**src/rtl/clock_pkg.sv**
```systemverilog
// Shared types and constants for the digital clock controller.
// Build option: CLOCK_ALARM_SET_EN adds the alarm hour/minute set states.
package clock_pkg;

  localparam int unsigned HOUR_MAX = 23;
  localparam int unsigned MIN_MAX  = 59;
  localparam int unsigned SEC_MAX  = 59;

`ifdef CLOCK_ALARM_SET_EN
  localparam int unsigned FieldW = 3;
`else
  localparam int unsigned FieldW = 2;
`endif

  localparam logic [2:0] FieldNone     = 3'd0;
  localparam logic [2:0] FieldHour     = 3'd1;
  localparam logic [2:0] FieldMin      = 3'd2;
  localparam logic [2:0] FieldSec      = 3'd3;
  localparam logic [2:0] FieldAlarmHr  = 3'd4;
  localparam logic [2:0] FieldAlarmMin = 3'd5;

  typedef enum logic [2:0] {
    StRun   = 3'd0,
    StSetH  = 3'd1,
    StSetM  = 3'd2,
    StSetS  = 3'd3,
    StSetAh = 3'd4,
    StSetAm = 3'd5
  } state_e;

  function automatic state_e next_mode(state_e st);
    state_e nxt;
    case (st)
      StRun:   nxt = StSetH;
      StSetH:  nxt = StSetM;
      StSetM:  nxt = StSetS;
`ifdef CLOCK_ALARM_SET_EN
      StSetS:  nxt = StSetAh;
      StSetAh: nxt = StSetAm;
`endif
      default: nxt = StRun;
    endcase
    return nxt;
  endfunction

  function automatic logic [2:0] field_of(state_e st);
    logic [2:0] f;
    case (st)
      StSetH:  f = FieldHour;
      StSetM:  f = FieldMin;
      StSetS:  f = FieldSec;
      StSetAh: f = FieldAlarmHr;
      StSetAm: f = FieldAlarmMin;
      default: f = FieldNone;
    endcase
    return f;
  endfunction

endpackage

```
**src/rtl/wrap_counter.sv**
```systemverilog
// Modulo-(MAX+1) counter with edit inc/dec and a rollover carry chain.
module wrap_counter #(
  parameter int unsigned MAX = 59,
  parameter int unsigned W   = $clog2(MAX + 1)
) (
  input  logic         clk,
  input  logic         rst_n,
  input  logic         inc,
  input  logic         dec,
  input  logic         carry_in,
  output logic [W-1:0] value,
  output logic         carry_out
);

  localparam logic [W-1:0] Max = W'(MAX);

  logic [W-1:0] value_q, value_d;

  // Carry only propagates from rollover, never from edits.
  assign carry_out = carry_in && (value_q == Max);
  assign value     = value_q;

  always_comb begin
    value_d = value_q;
    if (carry_in || (inc && !dec)) begin
      value_d = (value_q == Max) ? '0 : value_q + 1'b1;
    end else if (dec && !inc) begin
      value_d = (value_q == '0) ? Max : value_q - 1'b1;
    end
  end

  always_ff @(posedge clk or negedge rst_n) begin
    if (!rst_n) begin
      value_q <= '0;
    end else begin
      value_q <= value_d;
    end
  end

endmodule

```
**src/rtl/clock_set_ctrl.sv**
```systemverilog
// Run/set mode sequencer and hh:mm:ss timekeeping for the digital clock.
// Build option: CLOCK_ALARM_SET_EN adds alarm set states and alarm outputs.
module clock_set_ctrl import clock_pkg::*; #(
  parameter int unsigned CLK_FREQ  = 50_000_000,
  parameter int unsigned TIMEOUT_S = 10,
  parameter int unsigned BLINK_DIV = 4
) (
  input  logic              clk,
  input  logic              rst_n,
  input  logic              btn_mode,
  input  logic              btn_inc,
  input  logic              btn_dec,
  output logic [4:0]        hour,
  output logic [5:0]        min,
  output logic [5:0]        sec,
  output logic [FieldW-1:0] field_sel,
  output logic              blink_on,
`ifdef CLOCK_ALARM_SET_EN
  output logic [4:0]        alarm_hour,
  output logic [5:0]        alarm_min,
  output logic              alarm_hit,
`endif
  output logic              tick_1hz
);

  localparam int unsigned PreW      = (CLK_FREQ > 1) ? $clog2(CLK_FREQ) : 1;
  localparam int unsigned BlinkHalf = (CLK_FREQ / BLINK_DIV > 0) ? CLK_FREQ / BLINK_DIV : 1;
  localparam int unsigned BlinkW    = (BlinkHalf > 1) ? $clog2(BlinkHalf) : 1;
  localparam int unsigned ToW       = (TIMEOUT_S > 1) ? $clog2(TIMEOUT_S) : 1;

  localparam logic [PreW-1:0]   PreLast   = PreW'(CLK_FREQ - 1);
  localparam logic [BlinkW-1:0] BlinkLast = BlinkW'(BlinkHalf - 1);
  localparam logic [ToW-1:0]    ToLast    = ToW'((TIMEOUT_S > 0) ? TIMEOUT_S - 1 : 0);

  state_e            state_q, state_d;
  logic [PreW-1:0]   pre_q, pre_d;
  logic [BlinkW-1:0] blink_cnt_q, blink_cnt_d;
  logic              blink_q, blink_d;
  logic [ToW-1:0]    to_cnt_q, to_cnt_d;

  logic tick, in_set, any_btn, edit_en, timeout_hit, exit_to_run, run_tick;
  logic sec_carry, min_carry, unused_hour_carry;

  assign tick        = (pre_q == PreLast);
  assign in_set      = (state_q != StRun);
  assign any_btn     = btn_mode | btn_inc | btn_dec;
  assign edit_en     = in_set & ~btn_mode;
  assign timeout_hit = (TIMEOUT_S != 0) && in_set && tick && !any_btn && (to_cnt_q == ToLast);
  assign exit_to_run = in_set && (state_d == StRun);
  assign run_tick    = !in_set && tick;

  always_comb begin
    state_d = state_q;
    if (btn_mode) begin
      state_d = next_mode(state_q);
    end else if (timeout_hit) begin
      state_d = StRun;
    end
  end

  // Leaving a set state restarts the second so the first increment is a full second away.
  always_comb begin
    pre_d = pre_q + 1'b1;
    if (exit_to_run || tick) begin
      pre_d = '0;
    end
  end

  always_comb begin
    to_cnt_d = to_cnt_q;
    if (!in_set || any_btn || timeout_hit) begin
      to_cnt_d = '0;
    end else if (tick) begin
      to_cnt_d = to_cnt_q + 1'b1;
    end
  end

  always_comb begin
    blink_cnt_d = blink_cnt_q + 1'b1;
    blink_d     = blink_q;
    if (!in_set || (state_d != state_q) || btn_inc || btn_dec) begin
      blink_cnt_d = '0;
      blink_d     = 1'b1;
    end else if (blink_cnt_q == BlinkLast) begin
      blink_cnt_d = '0;
      blink_d     = ~blink_q;
    end
  end

  always_ff @(posedge clk or negedge rst_n) begin
    if (!rst_n) begin
      state_q     <= StRun;
      pre_q       <= '0;
      to_cnt_q    <= '0;
      blink_cnt_q <= '0;
      blink_q     <= 1'b1;
    end else begin
      state_q     <= state_d;
      pre_q       <= pre_d;
      to_cnt_q    <= to_cnt_d;
      blink_cnt_q <= blink_cnt_d;
      blink_q     <= blink_d;
    end
  end

  wrap_counter #(.MAX(SEC_MAX)) u_sec (
    .clk      (clk),
    .rst_n    (rst_n),
    .inc      (edit_en && (state_q == StSetS) && btn_inc),
    .dec      (edit_en && (state_q == StSetS) && btn_dec),
    .carry_in (run_tick),
    .value    (sec),
    .carry_out(sec_carry)
  );

  wrap_counter #(.MAX(MIN_MAX)) u_min (
    .clk      (clk),
    .rst_n    (rst_n),
    .inc      (edit_en && (state_q == StSetM) && btn_inc),
    .dec      (edit_en && (state_q == StSetM) && btn_dec),
    .carry_in (sec_carry),
    .value    (min),
    .carry_out(min_carry)
  );

  wrap_counter #(.MAX(HOUR_MAX)) u_hour (
    .clk      (clk),
    .rst_n    (rst_n),
    .inc      (edit_en && (state_q == StSetH) && btn_inc),
    .dec      (edit_en && (state_q == StSetH) && btn_dec),
    .carry_in (min_carry),
    .value    (hour),
    .carry_out(unused_hour_carry)
  );

`ifdef CLOCK_ALARM_SET_EN
  logic rolled_q, unused_ah_carry, unused_am_carry;

  wrap_counter #(.MAX(HOUR_MAX)) u_alarm_hour (
    .clk      (clk),
    .rst_n    (rst_n),
    .inc      (edit_en && (state_q == StSetAh) && btn_inc),
    .dec      (edit_en && (state_q == StSetAh) && btn_dec),
    .carry_in (1'b0),
    .value    (alarm_hour),
    .carry_out(unused_ah_carry)
  );

  wrap_counter #(.MAX(MIN_MAX)) u_alarm_min (
    .clk      (clk),
    .rst_n    (rst_n),
    .inc      (edit_en && (state_q == StSetAm) && btn_inc),
    .dec      (edit_en && (state_q == StSetAm) && btn_dec),
    .carry_in (1'b0),
    .value    (alarm_min),
    .carry_out(unused_am_carry)
  );

  // Marks the cycle right after seconds rolled to :00 while running.
  always_ff @(posedge clk or negedge rst_n) begin
    if (!rst_n) begin
      rolled_q <= 1'b0;
    end else begin
      rolled_q <= sec_carry;
    end
  end

  assign alarm_hit = rolled_q && !in_set && (hour == alarm_hour) && (min == alarm_min);
`endif

  assign field_sel = FieldW'(field_of(state_q));
  assign blink_on  = blink_q;
  assign tick_1hz  = tick;

endmodule
```
**config.mk**
```make
export PLATFORM = sky130hd
export DESIGN_NAME = clock_set_ctrl
export DESIGN_NICKNAME = d
export VERILOG_FILES = /design/src/rtl/clock_pkg.sv /design/src/rtl/wrap_counter.sv /design/src/rtl/clock_set_ctrl.sv
export SDC_FILE = /design/constraint.sdc
export NUM_CORES = 1
export LEC_CHECK = 0
export ABC_AREA = 0
export CAP_MARGIN = 5
export CORE_UTILIZATION = 40
export DETAILED_ROUTE_END_ITERATION = 16
export PLACE_DENSITY = 0.53
export SKIP_CTS_REPAIR_TIMING = 1
export SLEW_MARGIN = 20
export SYNTH_ARGS = -nofsm -noshare
export SYNTH_HDL_FRONTEND = slang
export SYNTH_SLANG_ARGS = --single-unit
```
**constraint.sdc**
```tcl
create_clock -name clk -period 2.25 [get_ports clk]
set_input_delay 0.5625 -clock clk [delete_from_list [all_inputs] [get_ports clk]]
set_output_delay 0.5625 -clock clk [all_outputs]
set_load 0.005 [all_outputs]
```
==> impl_metrics.yaml <==
timing:
  finalCriticalPeriod_ns: 2.25
  fin_skew_ns: 0.00838
  post-route-period-util_pct: 99.9
  setup_viol: 0
  worst_hold_slack_ns: 0.199
  slew_violations: 0
  max_freq_mhz: 445
  tns_ns: 0
  worst_slack_ns: 0.00221
  hold_viol_final: 0
  rsz0062_at_grt: "yes"
  slew_headroom_pct: 71.4
  tightest_slew_ns: 0.424
placement:
  dp_hpwl_mm: 6.72
  numPortBuffers: 25
  place_congestion: 0.836
  preCtsSetupSlack_ns: -0.339
global_route:
  gr-total-overflow: 0
  grt_pass1_wl_mm: 17.0
  first_global_vias: 3623
  grt_usage_pct: 18.8
  grt_max_degree: 76
  antenna_found_initial: 0
logic_synthesis:
  yosysUniqueCellTypes: 64
  syn_avg_cell_area_um2: 9.06
  yosysTopAreaCellShare_pct: 42.0
  synthTopCellsByArea: "dfrtp_1 42%, nor2_1 6.9%, xor2_1 5.8%"
  async_flop_share_pct: 100
  synth.most_common_cell: "nor2_1"
  ys_seq_area_share_pct: 42.5
  netlist_instances: 487
  synth_nets: 504
  synth_warnings: 0
  syn-cell-area_mm2: 0.00441
  synth-seq-cells: 75
  synth-edff-count: 0
  synth_common_cells: "81 x nor2_1, 74 x dfrtp_1, 35 x nand2_1, 29 x xor2_1"
  ys.flop_type: "dfrtp_1"
  synth_top_area_cell: "dfrtp_1"
pwr:
  power_leakage_nw: 2.42
  seqPwrFrac_pct: 41.4
  ir_worst_vdd_v: 0.000384
  p_per_area_mw_per_mm2: 785
  p_sw_mw: 1.50
  switching_share_pct: 33.9
  intPower_mw: 2.92
  p_clk_share_pct: 22.7
  p_total_mw: 4.42
  p_comb_share_pct: 35.8
outcome:
  status: "complete, no violations"
floorplanning:
  start_util_pct: 42.0
  core_mm2: 0.0105
  dieArea_mm2: 0.0115
  fp.dieW_um: 107
  rows: 37
  die_height_um: 107
  io_pins: 26
clock_network:
  clock_path_buffers: 2
  cts_tree: "built"
  cts_sinks: 75
  cts_root_buffer: "clkbuf_8"
  clkLatencyLatePin_ns: 0.35
  clk_pin_slew_ns: 0.08
  htreeDepth: 3
  cts_buffers: 9
route:
  ant_nets: 0
  wl_per_cell_um: 13.9
  drcViolationCount: 0
  dr.pass1.iters: 4
  vias: 3752
  drt_iter0_drc: 148
  post_drt_via_cell_ratio: 5.29
  finalWirelength_mm: 9.84
critical_path:
  end_kind: "flop"
  arrival_ns: 2.49
  critPathLaunchType: "flop"
  crit_fanout: 5
  required_ns: 2.49
  critPathKind: "flop to flop"
layout:
  num_antenna_cells: 0
  area_growth_pct: 27.5
  fillers: 988
  final_util_pct: 53.6
  nets: 587
  drive_gt1_share_pct: 19.0
job:
  cap_violations: 0
worst_hold_path:
  hold_class: "primary input to asynchronous set/reset pin"
-- placed cells by master (no fill, tap or decap), types with 3 or more instances in the layout --
cell type	Yosys	routed
a21oi_1	15	15
a31oi_1	6	6
and3_1	8	8
and4_1	4	4
buf_12	0	5
buf_4	3	55
buf_6	0	5
clkbuf_8	0	9
clkdlybuf4s50_1	0	22
dfrtp_1	74	73
ha_1	12	12
inv_1	14	14
mux2i_1	3	3
nand2_1	35	35
nand3_1	21	21
nand3b_1	5	5
nand4_1	15	15
nor2_1	81	81
nor2b_1	8	8
nor3_1	23	21
nor3b_1	3	3
nor4b_1	5	3
nor4b_4	1	3
o21ai_0	16	14
o22ai_1	4	4
or2_2	3	3
or3_1	5	4
or4_1	4	3
xnor2_1	23	23
xor2_1	29	29
-- per-stage QoR --
step / cells / area, um2
2_1_floorplan: 487 / 4410
5_1_grt: 709 / 5630
3_5_place_dp: 689 / 5250
6_report: 709 / 5630
4_1_cts: 703 / 5430
3_3_place_gp: 689 / 5250
-- layer usage --
| metal | track usage, % | part of all wire, % | up-vias | wire [um] |
|---|---|---|---|---|
| met5 | 0 | 0 | - | 0 |
| met1 | 26.8 | 50 | 1777 | 4880 |
| li1 | - | - | 1877 | - |
| met4 | 7.05 | 1.3 | 0 | 131 |
| met2 | 28.3 | 45 | 88 | 4390 |
| met3 | 3.28 | 4.4 | 10 | 435 |
-- flip-flops by register name, summed over array words and instances, names as in the netlist --
name / flops
u_min.value: 6
blink_cnt_q: 24
state_q: 3
pre_q: 26
blink_on: 1
u_hour.value: 5
u_sec.value: 6
to_cnt_q: 4
-- kinds of logic (layout without fill, tap and decap cells) --
kind of cell,count (synthesis),count (layout),share of synthesized area (%)
DFF,75,75,42.5
buffers and inverters,33,119,3.32
adders and majority gates,12,12,3.40
xor gates and xnor gates,52,52,10.3
AOI/OAI and AO/OA,67,67,9.75
and+or+nand+nor,245,245,30.0
muxes,3,3,0.680
-- worst paths after layout --
path	from	to	slack [ns]	cells after the start
setup / recovery	pre_q[24]$_DFF_PN0_	u_min.value[2]$_DFFE_PN0P_	0.002	10
hold / removal	rst_n	u_min.value[5]$_DFFE_PN0P_	0.20	2
setup reg to reg	pre_q[24]$_DFF_PN0_	u_min.value[2]$_DFFE_PN0P_	0.002	10
hold reg to reg	blink_cnt_q[0]$_DFF_PN0_	blink_cnt_q[0]$_DFF_PN0_	0.49	1
max in group asynchronous	rst_n	blink_on$_DFFE_PN1P_	1.69	2
min in group clk	blink_cnt_q[0]$_DFF_PN0_	blink_cnt_q[0]$_DFF_PN0_	0.49	1
-- critical path, cell delays in order (launching register included) --
cell and delay (ns):
dfrtp_1 0.41, buf_6 0.14, nor4b_4 0.26, nand4_1 0.22
buf_4 0.21, nor3_4 0.12, a32oi_2 0.08, buf_6 0.16
buf_12 0.12, a2bb2oi_2 0.12, a211o_1 0.28
-- power by group through the flow --
stage                     logic (mW)  registers [mW]  clock network (mW)
after floorplan                0.819            1.85                   0
after global placement          1.53            1.84                   0
after detailed placement        1.55            1.85                   0
after CTS                       1.56            1.82                1.04
after global routing            1.79            1.87                1.10
final                           1.58            1.83                1.00
-- final cells by class --
type	count	area (um2)	area share, %
Clock buffer	9	124	2.20
Timing Repair Buffer	91	857	15.2
Inverter	14	52.6	0.934
Clock inverter	5	56.3	1.00
Sequential cell	75	1880	33.4
Tap cell	136	170	3.02
Multi-Input combinational cell	379	2490	44.2
Power figures use the tool's default switching activity.
